$ cat config.mk
export PLATFORM = sky130hd
export DESIGN_NAME = miriscv_lsu_buf
export DESIGN_NICKNAME = d
export VERILOG_FILES = /design/src/rtl/miriscv_lsu_buf.sv
export SDC_FILE = /design/constraint.sdc
export NUM_CORES = 1
export LEC_CHECK = 0
export CORE_ASPECT_RATIO = 1.1
export CORE_MARGIN = 2
export CORE_UTILIZATION = 25
export DETAILED_ROUTE_END_ITERATION = 10
export HOLD_SLACK_MARGIN = 0.1
export PLACE_DENSITY = 0.84
export SLEW_MARGIN = 5
export SYNTH_ARGS = -nofsm -noshare
export SYNTH_HDL_FRONTEND = slang
export SYNTH_SLANG_ARGS = --single-unit
export TNS_END_PERCENT = 10
$ cat constraint.sdc
create_clock -name clk_i -period 2.71 [get_ports clk_i]
set_input_delay 0.6775 -clock clk_i [delete_from_list [all_inputs] [get_ports clk_i]]
set_output_delay 0.6775 -clock clk_i [all_outputs]
set_load 0.005 [all_outputs]
$ cat src/rtl/miriscv_lsu_buf.sv
// miriscv_lsu_buf
// -----------------------------------------------------------------------------
// Load/store unit between the miriscv core datapath and the data memory port.
// It provides three functions:
//   - a req/gnt/rvalid handshake toward data memory;
//   - an optional posted store buffer;
//   - misalignment and illegal-size detection.
//
// Configuration macro: MIRISCV_LSU_STORE_BUFFER_EN
//   defined   : stores are posted into a STB_DEPTH-entry buffer. The buffer
//               drains whenever the FSM is idle, and loads wait for it to
//               empty (there is no forwarding).
//   undefined : stores are blocking. The write goes out directly from IDLE and
//               completes on gnt. STB_DEPTH is ignored.
//
// Parameters
//   DATA_W     memory/register data width, 32 or 64
//   STB_DEPTH  store buffer entries, power of two, >= 1
//
// Ports
//   clk_i, arstn_i    clock (rising edge); asynchronous active-high reset
//   lsu_req_i         core request, held stable while stalled
//   lsu_we_i          1 = store, 0 = load
//   lsu_size_i        funct3 size: B=0 H=1 W=2 D=3 BU=4 HU=5 WU=6
//   lsu_addr_i        byte address
//   lsu_data_i        right-aligned store data
//   lsu_stall_req_o   core must hold its request and PC
//   lsu_data_o        extended load result; zero outside the completion cycle
//   lsu_fault_o       misaligned or illegal access (0-cycle response)
//   data_req_o, data_gnt_i, data_rvalid_i          memory handshake
//   data_we_o, data_be_o, data_addr_o, data_wdata_o memory request fields
//   data_rdata_i      memory read data
// -----------------------------------------------------------------------------
module miriscv_lsu_buf #(
  parameter int DATA_W    = 32,
  parameter int STB_DEPTH = 2
) (
  input  logic                  clk_i,
  input  logic                  arstn_i,
  input  logic                  lsu_req_i,
  input  logic                  lsu_we_i,
  input  logic [2:0]            lsu_size_i,
  input  logic [31:0]           lsu_addr_i,
  input  logic [DATA_W-1:0]     lsu_data_i,
  output logic                  lsu_stall_req_o,
  output logic [DATA_W-1:0]     lsu_data_o,
  output logic                  lsu_fault_o,
  output logic                  data_req_o,
  input  logic                  data_gnt_i,
  input  logic                  data_rvalid_i,
  output logic                  data_we_o,
  output logic [DATA_W/8-1:0]   data_be_o,
  output logic [31:0]           data_addr_o,
  output logic [DATA_W-1:0]     data_wdata_o,
  input  logic [DATA_W-1:0]     data_rdata_i
);

  localparam int BYTES = DATA_W / 8;
  localparam int OFF_W = $clog2(BYTES);

  localparam logic [1:0] IDLE    = 2'd0;
  localparam logic [1:0] LD_REQ  = 2'd1;
  localparam logic [1:0] LD_WAIT = 2'd2;

  if (!(DATA_W == 32 || DATA_W == 64)) begin : g_bad_data_w
    $error("miriscv_lsu_buf: DATA_W must be 32 or 64");
  end
  if (STB_DEPTH < 1 || (STB_DEPTH & (STB_DEPTH - 1)) != 0) begin : g_bad_stb_depth
    $error("miriscv_lsu_buf: STB_DEPTH must be a power of two >= 1");
  end

  // D and WU only exist when the port is 64 bits wide.
  function automatic logic size_legal(input logic [2:0] size);
    case (size)
      3'd0, 3'd1, 3'd2, 3'd4, 3'd5: return 1'b1;
      3'd3, 3'd6:                   return (DATA_W == 64);
      default:                      return 1'b0;
    endcase
  endfunction

  // size[1:0] encodes the access width for both signed and unsigned variants.
  function automatic logic misaligned(input logic [2:0] size, input logic [OFF_W-1:0] off);
    case (size[1:0])
      2'd1:    return off[0];
      2'd2:    return (off[1:0] != 2'b00);
      2'd3:    return (off != '0);
      default: return 1'b0;
    endcase
  endfunction

  function automatic logic [BYTES-1:0] be_mask(input logic [2:0] size, input logic [OFF_W-1:0] off);
    logic [7:0]  base;
    logic [15:0] shifted;
    case (size[1:0])
      2'd0:    base = 8'h01;
      2'd1:    base = 8'h03;
      2'd2:    base = 8'h0F;
      default: base = 8'hFF;
    endcase
    shifted = {8'h00, base} << off;
    return shifted[BYTES-1:0];
  endfunction

  // Replicating the low bytes puts the store data on every lane; the byte
  // enables then select which lane memory actually writes.
  function automatic logic [DATA_W-1:0] wdata_rep(input logic [2:0] size, input logic [DATA_W-1:0] data);
    case (size[1:0])
      2'd0:    return {BYTES{data[7:0]}};
      2'd1:    return {(BYTES/2){data[15:0]}};
      2'd2:    return {(BYTES/4){data[31:0]}};
      default: return data;
    endcase
  endfunction

  // Signed sub-words are extended through a signed size cast.
  function automatic logic [DATA_W-1:0] load_ext(input logic [2:0] size, input logic [OFF_W-1:0] off,
                                                 input logic [DATA_W-1:0] rdata);
    logic [DATA_W-1:0] lane;
    logic signed [7:0]  b_s;
    logic signed [15:0] h_s;
    logic signed [31:0] w_s;
    lane = rdata >> {off, 3'b000};
    b_s  = lane[7:0];
    h_s  = lane[15:0];
    w_s  = lane[31:0];
    case (size)
      3'd0:    return DATA_W'(b_s);
      3'd1:    return DATA_W'(h_s);
      3'd2:    return DATA_W'(w_s);
      3'd3:    return lane;
      3'd4:    return DATA_W'(lane[7:0]);
      3'd5:    return DATA_W'(lane[15:0]);
      3'd6:    return DATA_W'(lane[31:0]);
      default: return '0;
    endcase
  endfunction

  logic [1:0]        state, state_nxt;
  logic [OFF_W-1:0]  off;
  logic              legal, mis, fault, is_ld, is_st;
  logic              ld_done, st_done, done;
  logic              drain, ld_clear, st_direct;
  logic [31:0]       addr_al;
  logic [BYTES-1:0]  be_req;
  logic [DATA_W-1:0] wdata_req;
  logic [31:0]       head_addr;
  logic [BYTES-1:0]  head_be;
  logic [DATA_W-1:0] head_wdata;
  logic              req, we;
  logic [BYTES-1:0]  be;
  logic [31:0]       addr;
  logic [DATA_W-1:0] wdata;
  logic              run;

  // Request decode
  assign off       = lsu_addr_i[OFF_W-1:0];
  assign legal     = size_legal(lsu_size_i);
  assign mis       = misaligned(lsu_size_i, off);
  assign fault     = lsu_req_i & (~legal | mis);
  assign is_ld     = lsu_req_i & legal & ~mis & ~lsu_we_i;
  assign is_st     = lsu_req_i & legal & ~mis & lsu_we_i;
  assign addr_al   = {lsu_addr_i[31:OFF_W], {OFF_W{1'b0}}};
  assign be_req    = be_mask(lsu_size_i, off);
  assign wdata_req = wdata_rep(lsu_size_i, lsu_data_i);

`ifdef MIRISCV_LSU_STORE_BUFFER_EN
  localparam int PTR_W = (STB_DEPTH > 1) ? $clog2(STB_DEPTH) : 1;

  function automatic logic [PTR_W-1:0] ptr_inc(input logic [PTR_W-1:0] p);
    return (p == PTR_W'(STB_DEPTH - 1)) ? '0 : p + 1'b1;
  endfunction

  logic [31:0]       stb_addr  [STB_DEPTH];
  logic [BYTES-1:0]  stb_be    [STB_DEPTH];
  logic [DATA_W-1:0] stb_wdata [STB_DEPTH];
  logic [PTR_W-1:0]  wr_ptr, rd_ptr;
  logic [PTR_W:0]    cnt;
  logic              stb_empty, stb_full, push, pop;

  assign stb_empty = (cnt == '0);
  assign stb_full  = (cnt == (PTR_W+1)'(STB_DEPTH));
  // A full buffer stalls the store even when the head pops this cycle.
  assign push      = is_st & (state == IDLE) & ~stb_full;
  assign drain     = ~stb_empty & (state == IDLE);
  assign pop       = drain & data_gnt_i;
  assign ld_clear  = stb_empty;
  assign st_direct = 1'b0;
  assign st_done   = push;

  assign head_addr  = stb_addr[rd_ptr];
  assign head_be    = stb_be[rd_ptr];
  assign head_wdata = stb_wdata[rd_ptr];

  always_ff @(posedge clk_i or posedge arstn_i) begin
    if (arstn_i) begin
      wr_ptr <= '0;
      rd_ptr <= '0;
      cnt    <= '0;
    end else begin
      if (push) wr_ptr <= ptr_inc(wr_ptr);
      if (pop)  rd_ptr <= ptr_inc(rd_ptr);
      case ({push, pop})
        2'b10:   cnt <= cnt + 1'b1;
        2'b01:   cnt <= cnt - 1'b1;
        default: cnt <= cnt;
      endcase
    end
  end

  always_ff @(posedge clk_i) begin
    if (push) begin
      stb_addr[wr_ptr]  <= addr_al;
      stb_be[wr_ptr]    <= be_req;
      stb_wdata[wr_ptr] <= wdata_req;
    end
  end
`else
  assign drain      = 1'b0;
  assign ld_clear   = 1'b1;
  assign st_direct  = is_st;
  assign st_done    = is_st & (state == IDLE) & data_gnt_i;
  assign head_addr  = '0;
  assign head_be    = '0;
  assign head_wdata = '0;
`endif

  // Memory port mux and FSM next state
  always_comb begin
    state_nxt = state;
    req       = 1'b0;
    we        = 1'b0;
    be        = '0;
    addr      = '0;
    wdata     = '0;
    ld_done   = 1'b0;
    case (state)
      IDLE: begin
        if (drain) begin
          req   = 1'b1;
          we    = 1'b1;
          addr  = head_addr;
          be    = head_be;
          wdata = head_wdata;
        end else if (is_ld && ld_clear) begin
          req       = 1'b1;
          addr      = addr_al;
          be        = be_req;
          state_nxt = data_gnt_i ? LD_WAIT : LD_REQ;
        end else if (st_direct) begin
          req   = 1'b1;
          we    = 1'b1;
          addr  = addr_al;
          be    = be_req;
          wdata = wdata_req;
        end
      end
      LD_REQ: begin
        req  = 1'b1;
        addr = addr_al;
        be   = be_req;
        if (data_gnt_i) state_nxt = LD_WAIT;
      end
      LD_WAIT: begin
        if (data_rvalid_i) begin
          ld_done   = 1'b1;
          state_nxt = IDLE;
        end
      end
      default: state_nxt = IDLE;
    endcase
  end

  always_ff @(posedge clk_i or posedge arstn_i) begin
    if (arstn_i) state <= IDLE;
    else         state <= state_nxt;
  end

  // Outputs: forced to zero while reset is asserted, even mid-transaction
  // with the core still holding its request.
  assign run  = ~arstn_i;
  assign done = ld_done | st_done;

  assign lsu_stall_req_o = run & lsu_req_i & ~fault & ~done;
  assign lsu_fault_o     = run & fault;
  assign lsu_data_o      = (run && ld_done) ? load_ext(lsu_size_i, off, data_rdata_i) : '0;
  assign data_req_o      = run & req;
  assign data_we_o       = run & we;
  assign data_be_o       = run ? be : '0;
  assign data_addr_o     = run ? addr : '0;
  assign data_wdata_o    = run ? wdata : '0;

endmodule

==> results of run 1 <==
## cell families after synthesis
group / Yosys count
multiplexers: 35
buffers and inverters: 30
AND/OR/NAND/NOR: 132
other: 1
flip-flops: 2
AO/OA/AOI/OAI: 74
## how the worst max path moves through the flow
stage                        startpoint          endpoint  slack, ps  cells after the start
after floorplan           lsu_addr_i[0]    lsu_data_o[23]         40                      6
after global placement    lsu_size_i[2]   data_wdata_o[5]       -950                      8
after detailed placement  lsu_size_i[2]  data_wdata_o[29]      -1000                      8
after CTS                 lsu_addr_i[0]      data_be_o[0]       -200                     11
after global routing      lsu_size_i[0]  data_wdata_o[28]       -260                      9
final                     lsu_size_i[0]  data_wdata_o[28]       -190                      9
## worst max-delay path: stages
cell	delay, ps
sky130_fd_sc_hd__buf_8	100
sky130_fd_sc_hd__nor4_4	320
sky130_fd_sc_hd__o21ai_2	100
sky130_fd_sc_hd__or4_4	440
sky130_fd_sc_hd__buf_8	160
sky130_fd_sc_hd__buf_6	110
sky130_fd_sc_hd__buf_4	140
sky130_fd_sc_hd__nor2_4	70
sky130_fd_sc_hd__buf_2	110
## area by class of cell
class	instances	area [µm²]	share of cell area, %
clock buffer	3	41.3	0.902
inverter	5	31.3	0.684
multi-input combinational	244	1840	40.1
sequential	2	50.0	1.09
tap	82	103	2.24
timing repair buffer	290	2500	54.6
timing repair inverter	1	16.3	0.355
## report_power, final
part           internal, mW  leakage [nW]  switching [mW]
clock network        0.0940        0.0216          0.0239
registers            0.0324        0.0271         0.00349
logic                 0.349          2.27           0.235
## routing by layer
layer | wire length (µm) | vias to the layer above | global-route usage, % | share of wire, %
met5 | 0 | - | 0 | 0
met4 | 258 | 0 | 7.80 | 2.5
met3 | 884 | 23 | 6.18 | 8.7
met2 | 5310 | 159 | 49.1 | 52
met1 | 3710 | 1454 | 26.2 | 36
li1 | - | 1495 | - | -
## metrics by stage
stage	area (µm²)	TNS [ps]	util (%)	instances	power, mW
after floorplan	1740	0	-	275	0.205
after global placement	4200	-82540	63.3	591	0.522
after detailed placement	4200	-84720	63.3	591	0.530
after CTS	4510	-10610	68.0	626	0.716
after global routing	4580	-13900	69.0	627	0.783
final	4580	-9520	69.0	627	0.737
## layout by cell type (no fill, tap or decap), types with 4 or more instances in the layout
master and count:
sky130_fd_sc_hd__clkdlybuf4s50_1 92, sky130_fd_sc_hd__buf_2 73, sky130_fd_sc_hd__buf_4 55, sky130_fd_sc_hd__buf_6 34, sky130_fd_sc_hd__mux2i_1 30, sky130_fd_sc_hd__and2_1 30
sky130_fd_sc_hd__nor2_1 26, sky130_fd_sc_hd__nand2_1 22, sky130_fd_sc_hd__and2_4 15, sky130_fd_sc_hd__a21oi_2 13, sky130_fd_sc_hd__nor2_2 12, sky130_fd_sc_hd__a211oi_1 10
sky130_fd_sc_hd__dlygate4sd2_1 10, sky130_fd_sc_hd__clkbuf_2 10, sky130_fd_sc_hd__a21oi_1 9, sky130_fd_sc_hd__a21o_1 9, sky130_fd_sc_hd__nor2b_1 8, sky130_fd_sc_hd__buf_8 8
sky130_fd_sc_hd__o21ai_2 6, sky130_fd_sc_hd__o21ai_0 6, sky130_fd_sc_hd__inv_1 4, sky130_fd_sc_hd__mux2_4 4, sky130_fd_sc_hd__a211oi_2 4, sky130_fd_sc_hd__buf_12 4
## timing repair
item / in CTS / in global routing
endpoints found under the setup margin: 102 / 98
setup buffers: 27 / 3
hold endpoints to repair: 0 / 0
gates resized for setup: 512 / 53
cloned: 6 / 0
pin swaps: 45 / 16
==> results.py, run 1 <==
metrics = {
    "synth": {
        "yosys.area_share.adder_pct": 0,
        "synth_top_area_share_pct": 17.9,
        "post_synth_main_area_contributors": "sky130_fd_sc_hd__mux2i_1 (18%), sky130_fd_sc_hd__and2_1 (16%), sky130_fd_sc_hd__nor2_1 (8.7%)",
        "ys_seq_elements": 2,
        "synth_area_in_compound_gates_pct": 28.1,
        "most_frequent_cell_after_synthesis": "sky130_fd_sc_hd__and2_1",
        "yosysWarnings": 0,
        "synth.distinct_cells": 39,
        "synth_largest_area_cell": "sky130_fd_sc_hd__mux2i_1",
        "synth_async_sr_flop_share_pct": 100,
        "multiplexer_area_fraction_after_synthesis_pct": 20.5,
        "netlist_instances": 274,
        "syn_area_per_cell_um2": 6.33,
        "synthSimpleGateAreaFrac_pct": 39.7,
        "yosysSeqAreaShare_pct": 2.89,
        "synthesis.area_um2": 1730,
        "synth_top_family_by_area": "simple AND/OR/NAND/NOR gates",
        "ys_dominant_reg_cell": "sky130_fd_sc_hd__dfrtp_1",
        "synth-edff-count": 0,
        "xor_xnor_fraction_of_synth_area_pct": 0,
        "synth.cells.most_frequent": "sky130_fd_sc_hd__and2_1 (45), sky130_fd_sc_hd__nor2_1 (40), sky130_fd_sc_hd__mux2i_1 (31), sky130_fd_sc_hd__nand2_1 (22), sky130_fd_sc_hd__a21oi_1 (21)",
    },
    "final_layout": {
        "filler_cell_count": 554,
        "biggest_register": "state",
        "antenna_cells_inserted": 0,
        "layout_net_count": 652,
        "largest_register_ffs": 2,
        "reg_top3": "state: 2 flops",
        "syn_to_final_growth_pct": 164,
        "final_layout_size_suffix_gt1_share_pct": 49.2,
    },
    "route": {
        "ant_nets": 0,
        "route.vias.total": 3131,
        "detail_route.first_pass.iterations": 4,
        "routed_wire_length_per_instance_um": 16.2,
        "initialDrtViolationCount": 133,
        "post_drt_via_cell_ratio": 4.99,
        "finalWirelength_mm": 10.2,
        "drc_violations": 0,
    },
    "floorplanning": {
        "start_util_pct": 26.1,
        "die_y_um": 91.4,
        "die_w_um": 83.4,
        "dieArea_um2": 7620,
        "core_area_um2": 6630,
        "num_io_pins": 209,
        "placementRows": 31,
    },
    "timing": {
        "report.final.hold_viol_count": 0,
        "holdWs_ps": 491,
        "crit_share_post_route_pct": 107,
        "setup_slack_ps": -193,
        "setup_viol": 92,
        "clock.fmax_mhz": 344,
        "largest_clock_skew_in_the_final_design_ps": 0.914,
        "rsz0062_at_grt": "true",
        "slew_violations": 0,
        "period_minus_slack_ps": 2900,
    },
    "global_route": {
        "antenna_violations_before_repair": 0,
        "gr-total-overflow": 0,
        "grt_pass1_vias": 3291,
        "grt_util_all_layers_pct": 25.2,
        "grt_start_max_net_pins": 33,
        "grt_first_pass_wirelength_mm": 15.9,
    },
    "worst_setup_path": {
        "timing.reg2reg.setup_slack_ps": 1750,
        "r2r-end": "state[1]",
        "worstPathArrival_ps": 2230,
        "rr_startpoint": "state[0]",
        "crit_path_max_fanout": 5,
        "type_of_the_worst_setup_path": "input pin to output port",
        "setup.worst_path.start_class": "input pin",
        "setup.worst_path.end_class": "output port",
        "reg2reg_depth": 4,
        "worst_ep_required_time_ps": 2030,
    },
    "power": {
        "highest_ir_drop_seen_on_vdd_mv": 0.147,
        "static-leakage-power_nw": 2.32,
        "power_per_cell_area_nw_per_um2": 161,
    },
    "min_path": {
        "worstHoldPathType": "input pin to async pin",
    },
    "clock_tree": {
        "cts_num_sinks": 2,
        "htree_levels": 1,
        "tritoncts": "yes",
        "cts_buffer_depth": 2,
        "cts-hold-fix-buffers": 0,
        "clockRootBuffer": "sky130_fd_sc_hd__clkbuf_8",
        "clk_transition_reported_paths_ps": 30,
        "clk_latency_ps": 210,
        "cts_buffers": 3,
    },
    "placed_design": {
        "io_buffer_count": 206,
        "hpwlAfterDp_mm": 7.35,
        "placement.setup.worst_slack_ps": -997,
        "gp_congestion": 0.867,
    },
    "outcome": {
        "run_status": "finished with violations",
        "violations": "setup timing",
    },
    "job": {
        "max_cap_violations": 0,
    },
}
Power figures use the tool's default switching activity.
==> inputs of run 2 (changes only) <==
--- a/config.mk
+++ b/config.mk
@@ -5,13 +5,14 @@
 export SDC_FILE = /design/constraint.sdc
 export NUM_CORES = 1
 export LEC_CHECK = 0
+export CELL_PAD_IN_SITES_DETAIL_PLACEMENT = 1
+export CELL_PAD_IN_SITES_GLOBAL_PLACEMENT = 1
 export CORE_ASPECT_RATIO = 1.1
 export CORE_MARGIN = 2
-export CORE_UTILIZATION = 25
+export CORE_UTILIZATION = 14
 export DETAILED_ROUTE_END_ITERATION = 10
 export HOLD_SLACK_MARGIN = 0.1
-export PLACE_DENSITY = 0.84
-export SLEW_MARGIN = 5
+export PLACE_DENSITY = 0.81
 export SYNTH_ARGS = -nofsm -noshare
 export SYNTH_HDL_FRONTEND = slang
 export SYNTH_SLANG_ARGS = --single-unit
==> run 2 against run 1 <==
  * Via count increased by 0.22%
  * Critical endpoint is now data_wdata_o[12]
  * Clock power increased by 88%
  * Clock skew up 0.73 ps
  * Core utilization fell by 31 points
  * Routed wire length up 27%
  * Power up 11%
  * The run still ends with setup timing left
  * Sequential share of layout area is essentially flat
  * Sequential cell count stayed put
  * Critical path depth is the same
==> results.py, run 2 (synthesis results as in run 1) <==
metrics = {
    "outcome": {
        "run_status": "finished with violations",
        "violations": "setup timing",
    },
    "timing": {
        "setup_slack_ps": -265,
        "report.final.hold_viol_count": 0,
        "crit_share_post_route_pct": 110,
        "slew_violations": 0,
        "rsz0062_at_grt": "true",
        "largest_clock_skew_in_the_final_design_ps": 1.64,
        "period_minus_slack_ps": 2980,
        "setup_viol": 90,
        "clock.fmax_mhz": 336,
    },
    "clock_tree": {
        "cts-hold-fix-buffers": 0,
        "cts_num_sinks": 2,
        "htree_levels": 1,
        "tritoncts": "yes",
        "cts_buffers": 3,
        "clk_transition_reported_paths_ps": 30,
        "clockRootBuffer": "sky130_fd_sc_hd__clkbuf_16",
        "clk_latency_ps": 220,
        "cts_buffer_depth": 2,
    },
    "min_path": {
        "worstHoldPathType": "input pin to async pin",
    },
    "floorplanning": {
        "placementRows": 42,
        "num_io_pins": 209,
        "die_y_um": 121,
        "die_w_um": 110,
        "core_area_um2": 12100,
        "dieArea_um2": 13300,
        "start_util_pct": 14.3,
    },
    "final_layout": {
        "biggest_register": "state",
        "syn_to_final_growth_pct": 165,
        "antenna_cells_inserted": 0,
        "most-common-layout-cells": "sky130_fd_sc_hd__clkdlybuf4s50_1 (92), sky130_fd_sc_hd__buf_2 (68), sky130_fd_sc_hd__buf_4 (39)",
        "final_layout_size_suffix_gt1_share_pct": 45.6,
        "filler_cell_count": 1461,
        "reg_top3": "state: 2 flops",
        "layout_net_count": 635,
        "regArea_um2": 50.0,
        "multi_input_gate_area_in_the_final_layout_um2": 1820,
        "final_common_cell": "sky130_fd_sc_hd__clkdlybuf4s50_1",
        "largest_register_ffs": 2,
    },
    "placed_design": {
        "hpwlAfterDp_mm": 9.46,
        "placement.setup.worst_slack_ps": -1050,
        "io_buffer_count": 206,
        "gp_congestion": 0.770,
    },
    "global_route": {
        "grt.met2_usage_pct": 37.6,
        "most_utilized_layer_in_the_global_route_result": "met2",
        "antenna_violations_before_repair": 0,
        "gr-total-overflow": 0,
        "grt_pass1_vias": 3481,
        "grt_first_pass_wirelength_mm": 18.5,
        "grt_start_max_net_pins": 33,
        "grtUsageMet3_pct": 3.02,
        "grt_util_all_layers_pct": 18.1,
        "gr-usage-met1_pct": 17.9,
    },
    "worst_setup_path": {
        "rr_startpoint": "state[0]",
        "kind_of_cell_adding_the_most_delay_to_the_critical_path": "simple AND/OR/NAND/NOR gates",
        "timing.critical_path.buf_inv": 5,
        "crit_top_cell": "sky130_fd_sc_hd__buf_6",
        "type_of_the_worst_setup_path": "input pin to output port",
        "worst_ep_required_time_ps": 2030,
        "worstPathArrival_ps": 2300,
        "crit_path_start": "lsu_size_i[0]",
        "timing.critical_path.slowest_stage_cell": "sky130_fd_sc_hd__or4_4",
        "setup.worst_path.start_class": "input pin",
        "cp_cell_sequence": "buf_8, nor4_4, o21ai_2, or4_4, buf_12, buf_6, buf_6, a21oi_2, buf_2",
        "max_stage_delay_ps": 450,
        "crit_path_max_fanout": 5,
        "setup.worst_path.end_class": "output port",
    },
    "power": {
        "static-leakage-power_nw": 2.25,
        "power_uw": 819,
        "power_per_cell_area_nw_per_um2": 178,
        "highest_ir_drop_seen_on_vdd_mv": 0.139,
    },
    "route": {
        "route.vias.total": 3138,
        "detail_route.first_pass.iterations": 4,
        "routed_wire_length_per_instance_um": 19.0,
        "finalWirelength_mm": 12.9,
        "drc_violations": 0,
        "initialDrtViolationCount": 160,
        "post_drt_via_cell_ratio": 4.60,
        "ant_nets": 0,
    },
    "job": {
        "max_cap_violations": 0,
    },
}
-- run 2: worst min-delay path, stage by stage --
cell,delay [ps]
sky130_fd_sc_hd__clkbuf_2,120
sky130_fd_sc_hd__inv_1,90
sky130_fd_sc_hd__buf_4,120
-- run 2: routing by layer --
metal / part of all wire, % / wire length (µm)
met1: 35 / 4480
met2: 57 / 7320
met3: 7.4 / 961
met4: 1.4 / 183
met5: 0 / 0
-- run 2: final timing paths --
| path | to | slack (ps) | cells after the start |
|---|---|---|---|
| setup reg to reg | state[0] | 1670 | 4 |
| setup / recovery | data_wdata_o[12] | -270 | 9 |
| max in group asynchronous | state[1] | 2150 | 3 |
| hold / removal | state[0] | 470 | 3 |
| hold reg to reg | state[1] | 550 | 1 |
| min in group clk_i | state[1] | 550 | 1 |
-- run 2: final cells by class --
cell class              count  area share [%]
repair buffers            273            52.4
clock buffers               3            1.63
repair inverters            1           0.354
well taps                 154            4.19
flip-flops and latches      2            1.09
multi-input cells         244            39.6
inverters                   5           0.681
-- run 2: where the power goes --
| part | internal (mW) | switching (mW) |
|---|---|---|
| Sequential | 0.0324 | 0.00387 |
| Combinational | 0.321 | 0.241 |
| Clock | 0.188 | 0.0339 |
-- run 2: timing repair --
item / in CTS / in global routing
setup endpoints to repair: 102 / 98
pin swaps: 35 / 11
gates resized for setup: 477 / 55
cloned: 4 / 0
buffers inserted: 20 / 1
-- run 2: metrics by stage --
stage | setup TNS [ps] | hold WS, ps | std cells | area [µm²] | utilization [%]
after floorplan | 0 | 427 | 275 | 1740 | -
after global placement | -89630 | 503 | 654 | 4220 | 34.9
after detailed placement | -93860 | 530 | 654 | 4220 | 34.9
after CTS | -14680 | 545 | 681 | 4490 | 37.1
after global routing | -18930 | 472 | 682 | 4600 | 38.0
final | -10790 | 469 | 682 | 4600 | 38.0
==> inputs of run 3 (changes only) <==
--- a/config.mk
+++ b/config.mk
@@ -11,7 +11,9 @@
 export CORE_MARGIN = 2
 export CORE_UTILIZATION = 14
 export DETAILED_ROUTE_END_ITERATION = 10
+export GPL_TIMING_DRIVEN = 0
 export HOLD_SLACK_MARGIN = 0.1
+export MAX_ROUTING_LAYER = met4
 export PLACE_DENSITY = 0.81
 export SYNTH_ARGS = -nofsm -noshare
 export SYNTH_HDL_FRONTEND = slang
==> run 3 against run 2 <==
  * Hold slack got worse by 99 ps
  * Highest routed layer unchanged
  * Sequential share of layout area about the same
  * Core utilization fell by 0.48 points
  * Routed wire length shrank 3.4%
  * The flow still finishes with violations (setup timing)
  * Count of clock-buffer cells in the layout stayed put
  * Power decreased by 0.54%
  * Critical path depth shrank 1
  * Via count shrank 2.4%
  * Clock power up 3%
==> results.py, run 3 (synthesis results as in run 1) <==
metrics = {
    "worst_setup_path": {
        "worst_ep_required_time_ps": 2030,
        "setup.worst_path.start_class": "input pin",
        "reg2reg_depth": 3,
        "crit_path_max_fanout": 8,
        "worstPathArrival_ps": 2310,
        "kind_of_cell_adding_the_most_delay_to_the_critical_path": "simple AND/OR/NAND/NOR gates",
        "rr_startpoint": "state[0]",
        "timing.reg2reg.setup_slack_ps": 1760,
        "crit_top_cell": "sky130_fd_sc_hd__buf_12",
        "cp_cell_sequence": "buf_12, nor4_4, o21ai_2, or4_4, buf_12, buf_16, a21oi_2, buf_2",
        "timing.critical_path.buf_inv": 4,
        "max_stage_delay_ps": 510,
        "timing.critical_path.slowest_stage_cell": "sky130_fd_sc_hd__or4_4",
        "worst_path_depth": 8,
        "crit_path_start": "lsu_addr_i[1]",
        "type_of_the_worst_setup_path": "input pin to output port",
        "r2r-end": "state[1]",
        "setup.worst_path.end_class": "output port",
    },
    "final_layout": {
        "most-common-layout-cells": "sky130_fd_sc_hd__clkdlybuf4s50_1 (92), sky130_fd_sc_hd__buf_2 (69), sky130_fd_sc_hd__and2_1 (39)",
        "post-route-cell-area_um2": 4540,
        "filler_cell_count": 1472,
        "syn_to_final_growth_pct": 162,
        "final_layout_size_suffix_gt1_share_pct": 45.3,
        "antenna_cells_inserted": 0,
        "final_common_cell": "sky130_fd_sc_hd__clkdlybuf4s50_1",
        "fin_util_pct": 37.5,
        "largest_register_ffs": 2,
        "layout_net_count": 624,
        "multi_input_gate_area_in_the_final_layout_um2": 1890,
        "reg_top3": "state: 2 flops",
        "regArea_um2": 50.0,
        "biggest_register": "state",
    },
    "job": {
        "max_cap_violations": 0,
    },
    "global_route": {
        "grt_first_pass_wirelength_mm": 18.0,
        "antenna_violations_before_repair": 0,
        "grt_util_all_layers_pct": 17.7,
        "grt_pass1_vias": 3418,
        "gr-total-overflow": 0,
        "grt_start_max_net_pins": 12,
    },
    "route": {
        "ant_nets": 0,
        "initialDrtViolationCount": 65,
        "drc_violations": 0,
        "routed_wire_length_per_instance_um": 18.6,
        "route.vias.total": 3063,
        "post_drt_via_cell_ratio": 4.56,
        "finalWirelength_mm": 12.5,
        "detail_route.first_pass.iterations": 4,
    },
    "timing": {
        "holdWs_ps": 370,
        "setup_slack_ps": -282,
        "crit_share_post_route_pct": 110,
        "clock.fmax_mhz": 334,
        "setup_viol": 72,
        "largest_clock_skew_in_the_final_design_ps": 2.04,
        "report.final.hold_viol_count": 0,
        "period_minus_slack_ps": 2990,
        "rsz0062_at_grt": "true",
        "slew_violations": 0,
    },
    "clock_tree": {
        "htree_levels": 1,
        "tritoncts": "yes",
        "cts_num_sinks": 2,
        "cts_buffer_depth": 2,
        "cts_buffers": 3,
        "clk_transition_reported_paths_ps": 30,
        "clk_latency_ps": 230,
        "clockRootBuffer": "sky130_fd_sc_hd__clkbuf_16",
    },
    "placed_design": {
        "gp_congestion": 0.800,
        "hpwlAfterDp_mm": 9.37,
        "placed_area_um2": 3990,
        "placement.setup.worst_slack_ps": -1480,
        "io_buffer_count": 205,
    },
    "floorplanning": {
        "placementRows": 42,
        "die_y_um": 121,
        "dieArea_um2": 13300,
        "core_area_um2": 12100,
        "num_io_pins": 209,
        "start_util_pct": 14.3,
        "die_w_um": 110,
    },
    "power": {
        "highest_ir_drop_seen_on_vdd_mv": 0.119,
        "power_uw": 815,
        "static-leakage-power_nw": 2.22,
        "power_per_cell_area_nw_per_um2": 180,
    },
    "min_path": {
        "worstHoldPathType": "input pin to async pin",
    },
    "outcome": {
        "violations": "setup timing",
        "run_status": "finished with violations",
    },
}
==> run 3: cell types whose count changed in the layout (fill, tap and decap cells not counted), moves of 4 or more <==
| cell | change |
|---|---|
| sky130_fd_sc_hd__buf_6 | -11 |
| sky130_fd_sc_hd__buf_4 | -9 |
| sky130_fd_sc_hd__a211oi_1 | -6 |
| sky130_fd_sc_hd__a211oi_2 | +6 |
| sky130_fd_sc_hd__a21oi_2 | -4 |
| sky130_fd_sc_hd__and2_1 | +4 |
| sky130_fd_sc_hd__and2_4 | -4 |
| sky130_fd_sc_hd__clkbuf_2 | +4 |
==> run 3: layer usage <==
layer / global-route usage [%] / vias to the layer above / wire length (µm)
li1: - / 1436 / -
met2: 33.4 / 151 / 6550
met4: 4.84 / 0 / 234
met3: 3.40 / 19 / 1170
met5: - / - / 0
met1: 18.3 / 1457 / 4550
==> run 3: area by class of cell <==
type	count	share of cell area, %
multi-input cells	244	41.6
plain buffers	20	4.99
repair buffers	242	45.6
well taps	154	4.25
clock buffers	3	1.65
flip-flops and latches	2	1.10
inverters	5	0.579
repair inverters	1	0.248
==> run 3: worst max-delay path by stage <==
stage	endpoint	slack [ps]
final	data_wdata_o[15]	-280
after global routing	data_wdata_o[12]	-370
after CTS	data_wdata_o[4]	-240
after detailed placement	lsu_data_o[19]	-1480
after global placement	lsu_data_o[19]	-1420
after floorplan	lsu_data_o[23]	40
==> run 3: what timing repair did <==
item	4_1_cts	5_1_grt
endpoints found under the hold margin	0	0
gates resized for setup	493	68
endpoints found under the setup margin	102	97
gates cloned	4	0
pin swaps	28	15
hold buffers	0	0
setup buffers	32	3
==> run 3: power by group <==
part | internal [mW] | switching (mW) | total (mW)
Clock | 0.188 | 0.0406 | 0.229
Combinational | 0.310 | 0.239 | 0.549
Sequential | 0.0324 | 0.00413 | 0.0365
==> run 3: per-stage QoR <==
step	cells	setup TNS, ps
finish	671	-11220
global route	671	-17040
CTS	668	-11770
detailed placement	634	-122420
global placement	634	-119040
floorplan	275	0
